**config.mk**
```make
export PLATFORM = sky130hd
export DESIGN_NAME = p88_loader
export DESIGN_NICKNAME = d
export VERILOG_FILES = /design/src/rtl/p88_loader.sv
export SDC_FILE = /design/constraint.sdc
export NUM_CORES = 1
export LEC_CHECK = 0
export ABC_AREA = 1
export BUFFER_PORTS_ARGS = -buffer_cell sky130_fd_sc_hd__buf_2
export CAP_MARGIN = 40
export CORE_MARGIN = 10
export CORE_UTILIZATION = 44
export CTS_BUF_LIST = sky130_fd_sc_hd__clkbuf_8 sky130_fd_sc_hd__clkbuf_16
export DETAILED_ROUTE_END_ITERATION = 16
export MAX_ROUTING_LAYER = met4
export SETUP_SLACK_MARGIN = 0.3
export SLEW_MARGIN = 5
export SYNTH_ARGS = -nofsm -noshare
export SYNTH_HDL_FRONTEND = slang
export SYNTH_SLANG_ARGS = --single-unit
```
**constraint.sdc**
```tcl
create_clock -name clk_sys -period 6 [get_ports clk_sys]
set_clock_uncertainty 0.2 [all_clocks]
set_input_delay 0.9 -clock clk_sys [delete_from_list [all_inputs] [get_ports clk_sys]]
set_output_delay 0.9 -clock clk_sys [all_outputs]
set_load 0.02 [all_outputs]
```
**src/rtl/p88_loader.sv**
```systemverilog
// P88 program image loader: parses the download byte stream into section
// (C8) and entry (CA) records, writes section data to DRAM, writes a far JMP
// to the boot ROM for an entry record, and holds the system in reset while
// a download is in progress.
module p88_loader #(
    parameter int ADDR_W   = 20,
    parameter int ROM_BASE = 0
) (
    input  logic              clk_sys,
    input  logic              resetL,
    input  logic              dl_active,
    input  logic              dl_wr,
    input  logic [7:0]        dl_data,
    output logic              dl_wait,
    output logic              load_reset,
    output logic [ADDR_W-1:0] mem_addr,
    output logic [7:0]        mem_din,
    output logic              mem_we,
    output logic              mem_rom,
    input  logic              mem_ack,
    output logic              err,
    output logic              entry_valid
);

    typedef enum logic [2:0] {
        IDLE, CMD, SEC, ENT, DATA, WR, ACK, ROMSEQ
    } state_t;

    state_t            state_q, state_d;
    logic              act_q, act_d;          // dl_active seen last cycle
    logic              drain_q, drain_d;      // download ended during a write
    logic              restart_q, restart_d;  // new download started while draining
    logic [2:0]        hdr_cnt_q, hdr_cnt_d;
    logic [15:0]       seg_q, seg_d;
    logic [15:0]       off_q, off_d;
    logic [15:0]       len_q, len_d;
    logic [ADDR_W-1:0] addr_q, addr_d;
    logic [7:0]        byte_q, byte_d;
    logic [2:0]        rom_idx_q, rom_idx_d;
    logic              rom_ph_q, rom_ph_d;    // 0 = request, 1 = post-ack
    logic              load_reset_q, load_reset_d;
    logic              err_q, err_d;
    logic              entry_valid_q, entry_valid_d;

    logic              rise, fall, acc;
    logic [20:0]       base_sum;
    logic [7:0]        rom_byte;

    // Next-state, datapath updates and combinational outputs
    always_comb begin
        state_d       = state_q;
        act_d         = dl_active;
        drain_d       = drain_q;
        restart_d     = restart_q;
        hdr_cnt_d     = hdr_cnt_q;
        seg_d         = seg_q;
        off_d         = off_q;
        len_d         = len_q;
        addr_d        = addr_q;
        byte_d        = byte_q;
        rom_idx_d     = rom_idx_q;
        rom_ph_d      = rom_ph_q;
        load_reset_d  = load_reset_q;
        err_d         = err_q;
        entry_valid_d = entry_valid_q;

        mem_we   = 1'b0;
        mem_rom  = 1'b0;
        mem_addr = addr_q;
        mem_din  = byte_q;
        dl_wait  = (state_q == WR) || (state_q == ACK) || (state_q == ROMSEQ);

        rise     = dl_active & ~act_q;
        fall     = ~dl_active & act_q;
        acc      = dl_wr & ~dl_wait & (state_q != IDLE);
        // Real-mode linear address, wrapped to the write address width
        base_sum = {1'b0, seg_q, 4'h0} + {5'h0, off_q};

        // Far JMP opcode followed by offset then segment, little-endian
        case (rom_idx_q)
            3'd0:    rom_byte = 8'hEA;
            3'd1:    rom_byte = off_q[7:0];
            3'd2:    rom_byte = off_q[15:8];
            3'd3:    rom_byte = seg_q[7:0];
            default: rom_byte = seg_q[15:8];
        endcase

        // An end of download during a write lets the write sequence finish
        if (fall && dl_wait) drain_d = 1'b1;
        if (rise && state_q != IDLE) restart_d = 1'b1;

        case (state_q)
            IDLE: begin
                drain_d = 1'b0;
                if (rise || restart_q) begin
                    state_d       = CMD;
                    load_reset_d  = 1'b1;
                    err_d         = 1'b0;
                    entry_valid_d = 1'b0;
                    restart_d     = 1'b0;
                end else begin
                    load_reset_d = 1'b0;
                end
            end
            CMD: begin
                if (!dl_active) begin
                    state_d = IDLE;
                end else if (acc) begin
                    hdr_cnt_d = 3'd0;
                    case (dl_data)
                        8'hC8:   state_d = SEC;
                        8'hCA:   state_d = ENT;
                        default: err_d = 1'b1;
                    endcase
                end
            end
            SEC: begin
                if (!dl_active) begin
                    state_d = IDLE;
                end else if (acc) begin
                    hdr_cnt_d = hdr_cnt_q + 3'd1;
                    case (hdr_cnt_q)
                        3'd0: seg_d[7:0]  = dl_data;
                        3'd1: seg_d[15:8] = dl_data;
                        3'd2: off_d[7:0]  = dl_data;
                        3'd3: off_d[15:8] = dl_data;
                        3'd6: len_d[7:0]  = dl_data;
                        3'd7: begin
                            len_d[15:8] = dl_data;
                            addr_d      = base_sum[ADDR_W-1:0];
                            state_d     = ({dl_data, len_q[7:0]} == 16'd0) ? CMD : DATA;
                        end
                        default: ;
                    endcase
                end
            end
            ENT: begin
                if (!dl_active) begin
                    state_d = IDLE;
                end else if (acc) begin
                    hdr_cnt_d = hdr_cnt_q + 3'd1;
                    case (hdr_cnt_q)
                        3'd0: seg_d[7:0]  = dl_data;
                        3'd1: seg_d[15:8] = dl_data;
                        3'd2: off_d[7:0]  = dl_data;
                        default: begin
                            off_d[15:8] = dl_data;
                            rom_idx_d   = 3'd0;
                            rom_ph_d    = 1'b0;
                            state_d     = ROMSEQ;
                        end
                    endcase
                end
            end
            DATA: begin
                if (!dl_active) begin
                    state_d = IDLE;
                end else if (acc) begin
                    byte_d  = dl_data;
                    state_d = WR;
                end
            end
            WR: begin
                mem_we = 1'b1;
                if (mem_ack) state_d = ACK;
            end
            ACK: begin
                addr_d = addr_q + ADDR_W'(1);
                len_d  = len_q - 16'd1;
                if (drain_q || fall)      state_d = IDLE;
                else if (len_q == 16'd1)  state_d = CMD;
                else                      state_d = DATA;
            end
            ROMSEQ: begin
                if (!rom_ph_q) begin
                    mem_we   = 1'b1;
                    mem_rom  = 1'b1;
                    mem_addr = ADDR_W'(ROM_BASE) + ADDR_W'(rom_idx_q);
                    mem_din  = rom_byte;
                    if (mem_ack) rom_ph_d = 1'b1;
                end else if (rom_idx_q == 3'd4) begin
                    entry_valid_d = 1'b1;
                    state_d       = (drain_q || fall) ? IDLE : CMD;
                end else begin
                    rom_idx_d = rom_idx_q + 3'd1;
                    rom_ph_d  = 1'b0;
                end
            end
            default: state_d = IDLE;
        endcase
    end

    // State and datapath registers
    always_ff @(posedge clk_sys or negedge resetL) begin
        if (!resetL) begin
            state_q       <= IDLE;
            act_q         <= 1'b0;
            drain_q       <= 1'b0;
            restart_q     <= 1'b0;
            hdr_cnt_q     <= '0;
            seg_q         <= '0;
            off_q         <= '0;
            len_q         <= '0;
            addr_q        <= '0;
            byte_q        <= '0;
            rom_idx_q     <= '0;
            rom_ph_q      <= 1'b0;
            load_reset_q  <= 1'b0;
            err_q         <= 1'b0;
            entry_valid_q <= 1'b0;
        end else begin
            state_q       <= state_d;
            act_q         <= act_d;
            drain_q       <= drain_d;
            restart_q     <= restart_d;
            hdr_cnt_q     <= hdr_cnt_d;
            seg_q         <= seg_d;
            off_q         <= off_d;
            len_q         <= len_d;
            addr_q        <= addr_d;
            byte_q        <= byte_d;
            rom_idx_q     <= rom_idx_d;
            rom_ph_q      <= rom_ph_d;
            load_reset_q  <= load_reset_d;
            err_q         <= err_d;
            entry_valid_q <= entry_valid_d;
        end
    end

    assign load_reset  = load_reset_q;
    assign err         = err_q;
    assign entry_valid = entry_valid_q;

endmodule
```
Word level (Yosys, flattened, before mapping):

Index checks and enable logic that the tools add are counted.

* add/sub/neg operators: 5
* equality and inequality tests: 44
* multiplexer cells: 77
* bitwise operators: 7
* reductions and logical operators: 34

Operator list (count)
* 20-bit 2-to-1 mux: 5
* 16-bit 2-to-1 mux: 6
* 3-bit 2-to-1 mux: 26
* 16-bit one-hot mux with 2 select lines: 2
* 8-bit 2-to-1 mux: 7
* 20-bit one-hot mux with 2 select lines: 1
* 8-bit one-hot mux with 4 select lines: 1
* 2-bit inequality test (second input constant): 13
* 3-bit one-hot mux with 8 select lines: 1
* 4-bit AND reduction: 6
* 3-bit equality test (second input constant): 7
* 1-bit 2-to-1 mux: 21
* 20-bit by 1-bit adder with 20-bit output (second input constant): 1
* 20-bit by 16-bit adder with 20-bit output: 1
* 3-bit by 2-bit equality test with 1-bit output (second input constant): 6
* 3-bit inequality test (second input constant): 6
* 3-bit one-hot mux with 2 select lines: 3
* 16-bit by 1-bit equality test with 1-bit output (second input constant): 1
* 8-bit equality test (second input constant): 2
* 16-bit zero test: 1
* 16-bit by 1-bit subtractor with 16-bit output (second input constant): 1
* 5-bit AND reduction: 3
* 2-bit nonzero test: 7
* 11-bit AND reduction: 1
* other kinds (16): 38

* register bits: 92
* input bits: 13
* output and inout bits: 34
* word-level logic and storage cells: 185

Longest topological paths before layout:

Gate-level depths: netlist of the first run.

* depth after elaboration: 9
* gate-level depth with buffers: 13
* mapped depth without buffers: 13

Worst setup path before layout of the first run:

No wires, ideal clock.

* kind: reg-to-output
* start: register rom_idx_q[2]
* end: output mem_din[4]
* data arrival time: 1.866 ns
* required time: 4.900 ns
* slack: 3.034 ns
* cell stages (with the launch flop): 10
* buffers on the path: 3
* cells stage by stage: dfrtp_1 clkbuf_1 inv_1 buf_2 ha_1 buf_1 nand2_1 o21ai_0 a211oi_1 o31ai_1

* word-level cells in the longest chain between the ends: 4
* elaborated cells between the ends (all ways): 7
* those cells by class: 3 x eq/ne; 3 x mux; 1 x reduce/logical

Ends and longest elaborated chain
* start, declared: RTL line 39 `logic [2:0] rom_idx_q, rom_idx_d;`
* start signal, assigned: RTL line 222 `rom_idx_q <= rom_idx_d;`
* 3-bit by 2-bit equality test with 1-bit output (tied with other cells): RTL line 80 `case (rom_idx_q)`
* 8-bit one-hot mux with 4 select lines (*): RTL line 80
* 8-bit 2-to-1 mux (*): RTL line 175 `if (!rom_ph_q) begin`
* 8-bit 2-to-1 mux (*): RTL line 92 `case (state_q)`
* end, declared: RTL line 17 `output logic [7:0] mem_din,`

Every way passes the cells marked *; elsewhere a longest branch is shown, timed or not.

Worst setup path after layout of the first run:

* start: register state_q[2]
* end: output mem_din[4]

* word-level cells in the longest chain between the ends: 2

Ends and longest elaborated chain
* start, declared: RTL line 29 `state_t state_q, state_d;`
* start signal, assigned: RTL line 212 `state_q <= state_d;`
* 3-bit equality test: RTL line 92
* 8-bit 2-to-1 mux: RTL line 92

Every way passes these cells.

==> impl_metrics.tcl, run 1 <==
set metrics [dict create \
    ctsResizeCount 0 \
    synth_top_area_share_pct 34.88 \
    relSlewSlack_pct 47.15 \
    max_freq_mhz 247.6 \
    min_path_type "reg2reg" \
    min_from "byte_q[3]$_DFFE_PN0P_" \
    finalCritPeriodShare_pct 67.30 \
    r2r-start "state_q[2]$_DFFE_PN0P_" \
    vias 6282 \
    cap_violations 0 \
    overflow 0 \
    cts_max_level 3 \
    rsz0062_at_grt "no" \
    min_period_ns 4.038 \
    setup_viol 0 \
    status "finished clean" \
    drtIter0Drc 452 \
    peakVddDrop_mv 0.1739 \
    pwr_density_cell_nw_per_um2 467.5 \
    port_buffers 46 \
    power.leakage_uw 0.003564 \
    finalSetupTns_ns 0 \
    post_drt_wl_per_cell_microns 16.05 \
    dieArea_sq_um 20300 \
    finalHoldViolCount 0 \
    synth_edf_count 0 \
    clockBufferDepth 2 \
    synth_cells 953 \
    die_y_microns 142.5 \
    swShare_pct 47.95 \
    antenna_found_initial 0 \
    yosysUniqueCellTypes 48 \
    gp_congestion 0.9006 \
    io_pins 47 \
    diodes 0 \
    grt_start_max_net_pins 50 \
    syn_area_per_cell_sq_um 6.926 \
    slew_viol_final 0 \
    yosys_register_bits 92 \
    combPwrFrac_pct 48.8 \
    start_kind "register" \
    tightestPinTransition_ns 0.7909 \
    ys_warn_count 0 \
    reg2reg_depth 7 \
    ys_seq_area_share_pct 34.88 \
    core_sq_um 14590 \
    start_util_pct 45.24 \
    nNetsFinal 1026 \
    grt_pass1_vias 5902 \
    synthFlopType "dfrtp_1" \
    antenna_left 0 \
    switching_power_uw 1607 \
    r2r-end "len_q[10]$_DFFE_PN0P_" \
    drc 0 \
    cp.required_ns 4.90 \
    tritoncts "yes" \
    place.detailed.hpwl_microns 14100 \
    total_power_uw 3351 \
    path_class "reg2out" \
    numCtsBuffers 9 \
    vias_per_cell 5.351 \
    arrival_ns 2.94 \
    clkTransAtPathRegs_ns 0.06 \
    synth_async_sr_flop_share_pct 100.0 \
    syn_to_final_growth_pct 8.607 \
    p_int_uw 1744 \
    worstSkewPairLatency_ns 0.35 \
    synth.area.top_cells "dfrtp_1 35%, nand2_1 16%, inv_1 6.4%" \
    clkPwrFrac_pct 15.9 \
    rrSetupSlack_ns 3.37 \
    whs_endpoint "byte_q[3]$_DFFE_PN0P_" \
    synth.cell_area_sq_um 6600 \
    grt_pass1_wl_microns 30680 \
    die-width_microns 142.5 \
    hold_buffers 0 \
    synth_nets 994 \
    post_cts_buffers 0 \
    num_rows 44 \
    synth_top_cell_by_area "dfrtp_1" \
    first_pass_iters 5 \
    sequentialPowerShare_pct 35.3 \
    crit_fanout 32 \
    wl_microns 18840 \
    setup.worst_path.end_class "output port" \
    cts_root_buffer "clkbuf_16" \
    cts.sinks 92 \
    grt_usage_pct 19.17 \
    final_layout_size_suffix_gt1_share_pct 11.72 \
    hold_depth 2 \
]
[layout by cell type (no fill, tap or decap), types with 12 or more instances in the layout]
master | synthesis | routed
o21ai_2 | 12 | 12
nor2_1 | 105 | 105
ha_1 | 27 | 27
o21ai_0 | 49 | 49
nand2_1 | 280 | 280
o21ai_1 | 32 | 32
nand3_1 | 61 | 61
a21oi_1 | 46 | 46
buf_2 | 16 | 45
inv_1 | 113 | 115
dfrtp_1 | 92 | 92
[per-stage QoR]
stage,worst slack [ns],hold WS [ns],utilization (%),std cells,cell area (sq um)
finish,1.962,0.2899,49.13,1174,7168
global route,1.744,0.3120,49.13,1174,7168
CTS,1.961,0.2960,49.13,1174,7168
detailed placement,2.375,0.2732,47.34,1158,6907
global placement,2.466,0.2587,47.34,1158,6907
floorplan,3.034,0.2534,-,953,6600
[power groups by stage]
stage               combinational, uW  sequential, uW  clock, uW
floorplan                        1250            1090          0
global placement                 1620            1180          0
global route                     1880            1220        567
finish                           1640            1180        534
detailed placement               1640            1180          0
CTS                              1650            1170        542
[cell families (layout without fill, tap and decap cells)]
family          count (synthesis)  in the layout  synth area share (%)
simple gates                  501            501                 33.23
buf+inv                       150            187                 9.592
compound gates                173            173                 15.66
fa+ha+maj                      28             28                 5.422
xor+xnor                        8              8                 1.062
mux                             1              1                0.1517
flops                          92             92                 34.88
[sequential cells by signal, summed over array words and instances, names as in the netlist]
name / flops
off_q: 16
entry_valid: 1
load_reset: 1
rom_idx_q: 3
addr_q: 20
hdr_cnt_q: 3
state_q: 3
restart_q: 1
act_q: 1
err: 1
seg_q: 16
drain_q: 1
byte_q: 8
rom_ph_q: 1
len_q: 16
[worst max-delay path: stages, from the launching register on]
cell,delay [ns]
dfrtp_1,0.61
inv_2,0.21
nor2_2,0.28
inv_2,0.10
nor2_4,0.61
inv_2,0.28
o31ai_1,0.29
buf_2,0.20
[area by class of cell]
cell class | instances | area, sq um
fillers | 1532 | 7421
multi-input cells | 711 | 3665
flip-flops and latches | 92 | 2302
inverters | 123 | 461.7
repair buffers | 48 | 247.7
well taps | 184 | 230.2
clock buffers | 9 | 225.2
clock inverters | 7 | 36.28
[cell usage after synthesis (2+ instances only)]
| cell type | n |
|---|---|
| nand3_1 | 61 |
| o211ai_1 | 8 |
| nand4_1 | 10 |
| nand4_4 | 3 |
| buf_6 | 5 |
| or2_2 | 8 |
| buf_4 | 3 |
| ha_1 | 27 |
| nor2_4 | 5 |
| o21ai_2 | 12 |
| xor2_1 | 4 |
| nand2_2 | 4 |
| nor3_1 | 6 |
| nor2_2 | 3 |
| o2111ai_1 | 6 |
| nor2_1 | 105 |
| a31oi_1 | 7 |
| nand2_4 | 3 |
| buf_2 | 16 |
| nand3b_1 | 4 |
| a31oi_2 | 2 |
| a21oi_1 | 46 |
| xnor2_1 | 4 |
| inv_2 | 10 |
| dfrtp_1 | 92 |
| o31ai_1 | 2 |
| a22oi_1 | 3 |
| and2_1 | 4 |
| o21ai_0 | 49 |
| inv_1 | 113 |
| o21ai_1 | 32 |
| nand2_1 | 280 |
[worst max-delay path by stage]
stage,startpoint,slack (ns),endpoint,cells after the start
finish,state_q[2]$_DFFE_PN0P_,1.96,mem_din[4],7
global route,state_q[2]$_DFFE_PN0P_,1.74,mem_din[4],7
global placement,state_q[2]$_DFFE_PN0P_,2.47,mem_din[4],7
detailed placement,state_q[2]$_DFFE_PN0P_,2.37,mem_din[4],7
floorplan,rom_idx_q[2]$_DFFE_PN0P_,3.03,mem_din[4],9
CTS,state_q[2]$_DFFE_PN0P_,1.96,mem_din[4],7
[per-layer routing]
layer / part of all wire [%] / track usage, %
met1: 47 / 25.99
met4: 1.8 / 5.698
met5: 0 / -
met2: 46 / 28.38
met3: 5.3 / 3.571
Note: power is estimated with default switching activity, not from simulation.
==> inputs of run 2 (changes only) <==
clock period = 3.4 ns   (was 6 ns; I/O delays follow)
==> impl_metrics.tcl, run 2 (synthesis results as in run 1) <==
set metrics [dict create \
    crit_fanout 31 \
    layout_commonest_cell "nand2_1" \
    fillerInstances 1509 \
    tritoncts "yes" \
    slew_viol_final 0 \
    setup_viol 0 \
    overflow 0 \
    crit_path_frequent_cell "inv_2" \
    grt_usage_pct 18.90 \
    post_cts_buffers 0 \
    design_area_sq_um 7261 \
    pwr_density_cell_nw_per_um2 832.1 \
    setup.worst_path.end_class "output port" \
    rsz0062_at_grt "no" \
    worstSkewPairLatency_ns 0.36 \
    die-width_microns 142.5 \
    dieArea_sq_um 20300 \
    wl_microns 18450 \
    cap_violations 0 \
    io_pins 47 \
    regMostFlops "addr_q" \
    finalNonFillerCells 1179 \
    num_rows 44 \
    diodes 0 \
    peakVddDrop_mv 0.4900 \
    core_sq_um 14590 \
    numCtsBuffers 9 \
    post_drt_wl_per_cell_microns 15.64 \
    hold_buffers 0 \
    finalHoldViolCount 0 \
    vias 6187 \
    grt_pass1_vias 5765 \
    clkTransAtPathRegs_ns 0.07 \
    drc 0 \
    finalCritPeriodShare_pct 85.90 \
    start_util_pct 45.24 \
    min_period_ns 2.920 \
    r2r-start "hdr_cnt_q[0]$_DFFE_PN0P_" \
    antenna_found_initial 0 \
    max_freq_mhz 342.4 \
    drtIter0Drc 471 \
    grt_pass1_wl_microns 30110 \
    final_layout_size_suffix_gt1_share_pct 12.36 \
    ctsResizeCount 1 \
    clkPwrFrac_pct 17.7 \
    total_power_uw 6041 \
    nNetsFinal 1031 \
    cp.required_ns 2.69 \
    largest_reg_flops 20 \
    layout_common_cells "280 x nand2_1, 114 x inv_1, 105 x nor2_1" \
    gp_congestion 0.9062 \
    port_buffers 46 \
    relSlewSlack_pct 47.84 \
    place.detailed.hpwl_microns 14210 \
    sequentialPowerShare_pct 34.4 \
    clockBufferDepth 2 \
    grt_start_max_net_pins 59 \
    dp.cells 1163 \
    die_y_microns 142.5 \
    cts_max_level 3 \
    path_cells "inv_2 -> nor2_2 -> inv_2 -> nor2_4 -> buf_6 -> nand2_1 -> o21ai_0 -> buf_2" \
    fin_util_pct 49.77 \
    p_int_uw 3210 \
    cpMaxStageDelayCell "dfrtp_2" \
    status "finished clean" \
    min_path_type "in2async" \
    startpoint "state_q[2]$_DFFE_PN0P_" \
    combPwrFrac_pct 47.9 \
    syn_to_final_growth_pct 10.01 \
    switching_power_uw 2831 \
    start_kind "register" \
    slowest_delay_ns 0.51 \
    arrival_ns 2.21 \
    finalSetupTns_ns 0 \
    first_pass_iters 5 \
    placed_area_sq_um 6944 \
    swShare_pct 46.86 \
    cts.sinks 92 \
    power.leakage_uw 0.003601 \
    cts_root_buffer "clkbuf_16" \
    antenna_left 0 \
    path_class "reg2out" \
    vias_per_cell 5.248 \
    tightestPinTransition_ns 0.7825 \
]
-- run 2: through the flow --
stage	hold slack (ns)	worst slack, ns
after CTS	0.05112	0.3922
after detailed placement	0.2676	0.6423
after floorplan	0.01441	0.8241
after global placement	0.2653	0.7395
final	0.02285	0.4796
after global routing	0.09489	0.3318
-- run 2: critical path, delay by kind of cell (launching register included) --
family	cells	cell delay, ns
compound gates	1	0.14
simple gates	3	0.46
flops	1	0.51
buf+inv	4	0.73
-- run 2: per-layer routing --
metal	routed length, microns	vias to the layer above	track usage (%)
met1	8833	2883	25.05
met2	8451	126	28.70
li1	-	3158	-
met3	834	20	3.405
met5	0	-	-
met4	326	0	5.804
-- run 2: final cells by class --
type | instances | area (sq um) | share of cell area (%)
multi-input combinational | 711 | 3665 | 50.47
sequential | 92 | 2303 | 31.72
inverter | 123 | 461.7 | 6.359
timing repair buffer | 53 | 289.0 | 3.981
clock buffer | 11 | 252.7 | 3.481
tap | 184 | 230.2 | 3.171
clock inverter | 5 | 58.81 | 0.8099
-- run 2: power groups by stage --
| stage | Sequential, uW | Combinational, uW | Clock (uW) |
|---|---|---|---|
| 3_3_place_gp | 2090 | 2870 | 0 |
| 2_1_floorplan | 1930 | 2210 | 0 |
| 5_1_grt | 2150 | 3330 | 1130 |
| 6_report | 2080 | 2890 | 1070 |
| 3_5_place_dp | 2080 | 2890 | 0 |
| 4_1_cts | 2070 | 2910 | 1090 |
-- run 2: final timing paths --
| kind | endpoint | slack (ns) | cells past startpoint |
|---|---|---|---|
| worst max-delay path | mem_addr[2] | 0.48 | 8 |
| worst min-delay path | addr_q[18]$_DFFE_PN0P_ | 0.02 | 1 |
| worst max register to register | addr_q[1]$_DFFE_PN0P_ | 0.94 | 9 |
| worst min register to register | load_reset$_DFFE_PN0N_ | 0.28 | 2 |
| max in group asynchronous | state_q[2]$_DFFE_PN0P_ | 2.25 | 2 |
| min in group clk_sys | act_q$_DFF_PN0_ | 0.18 | 1 |
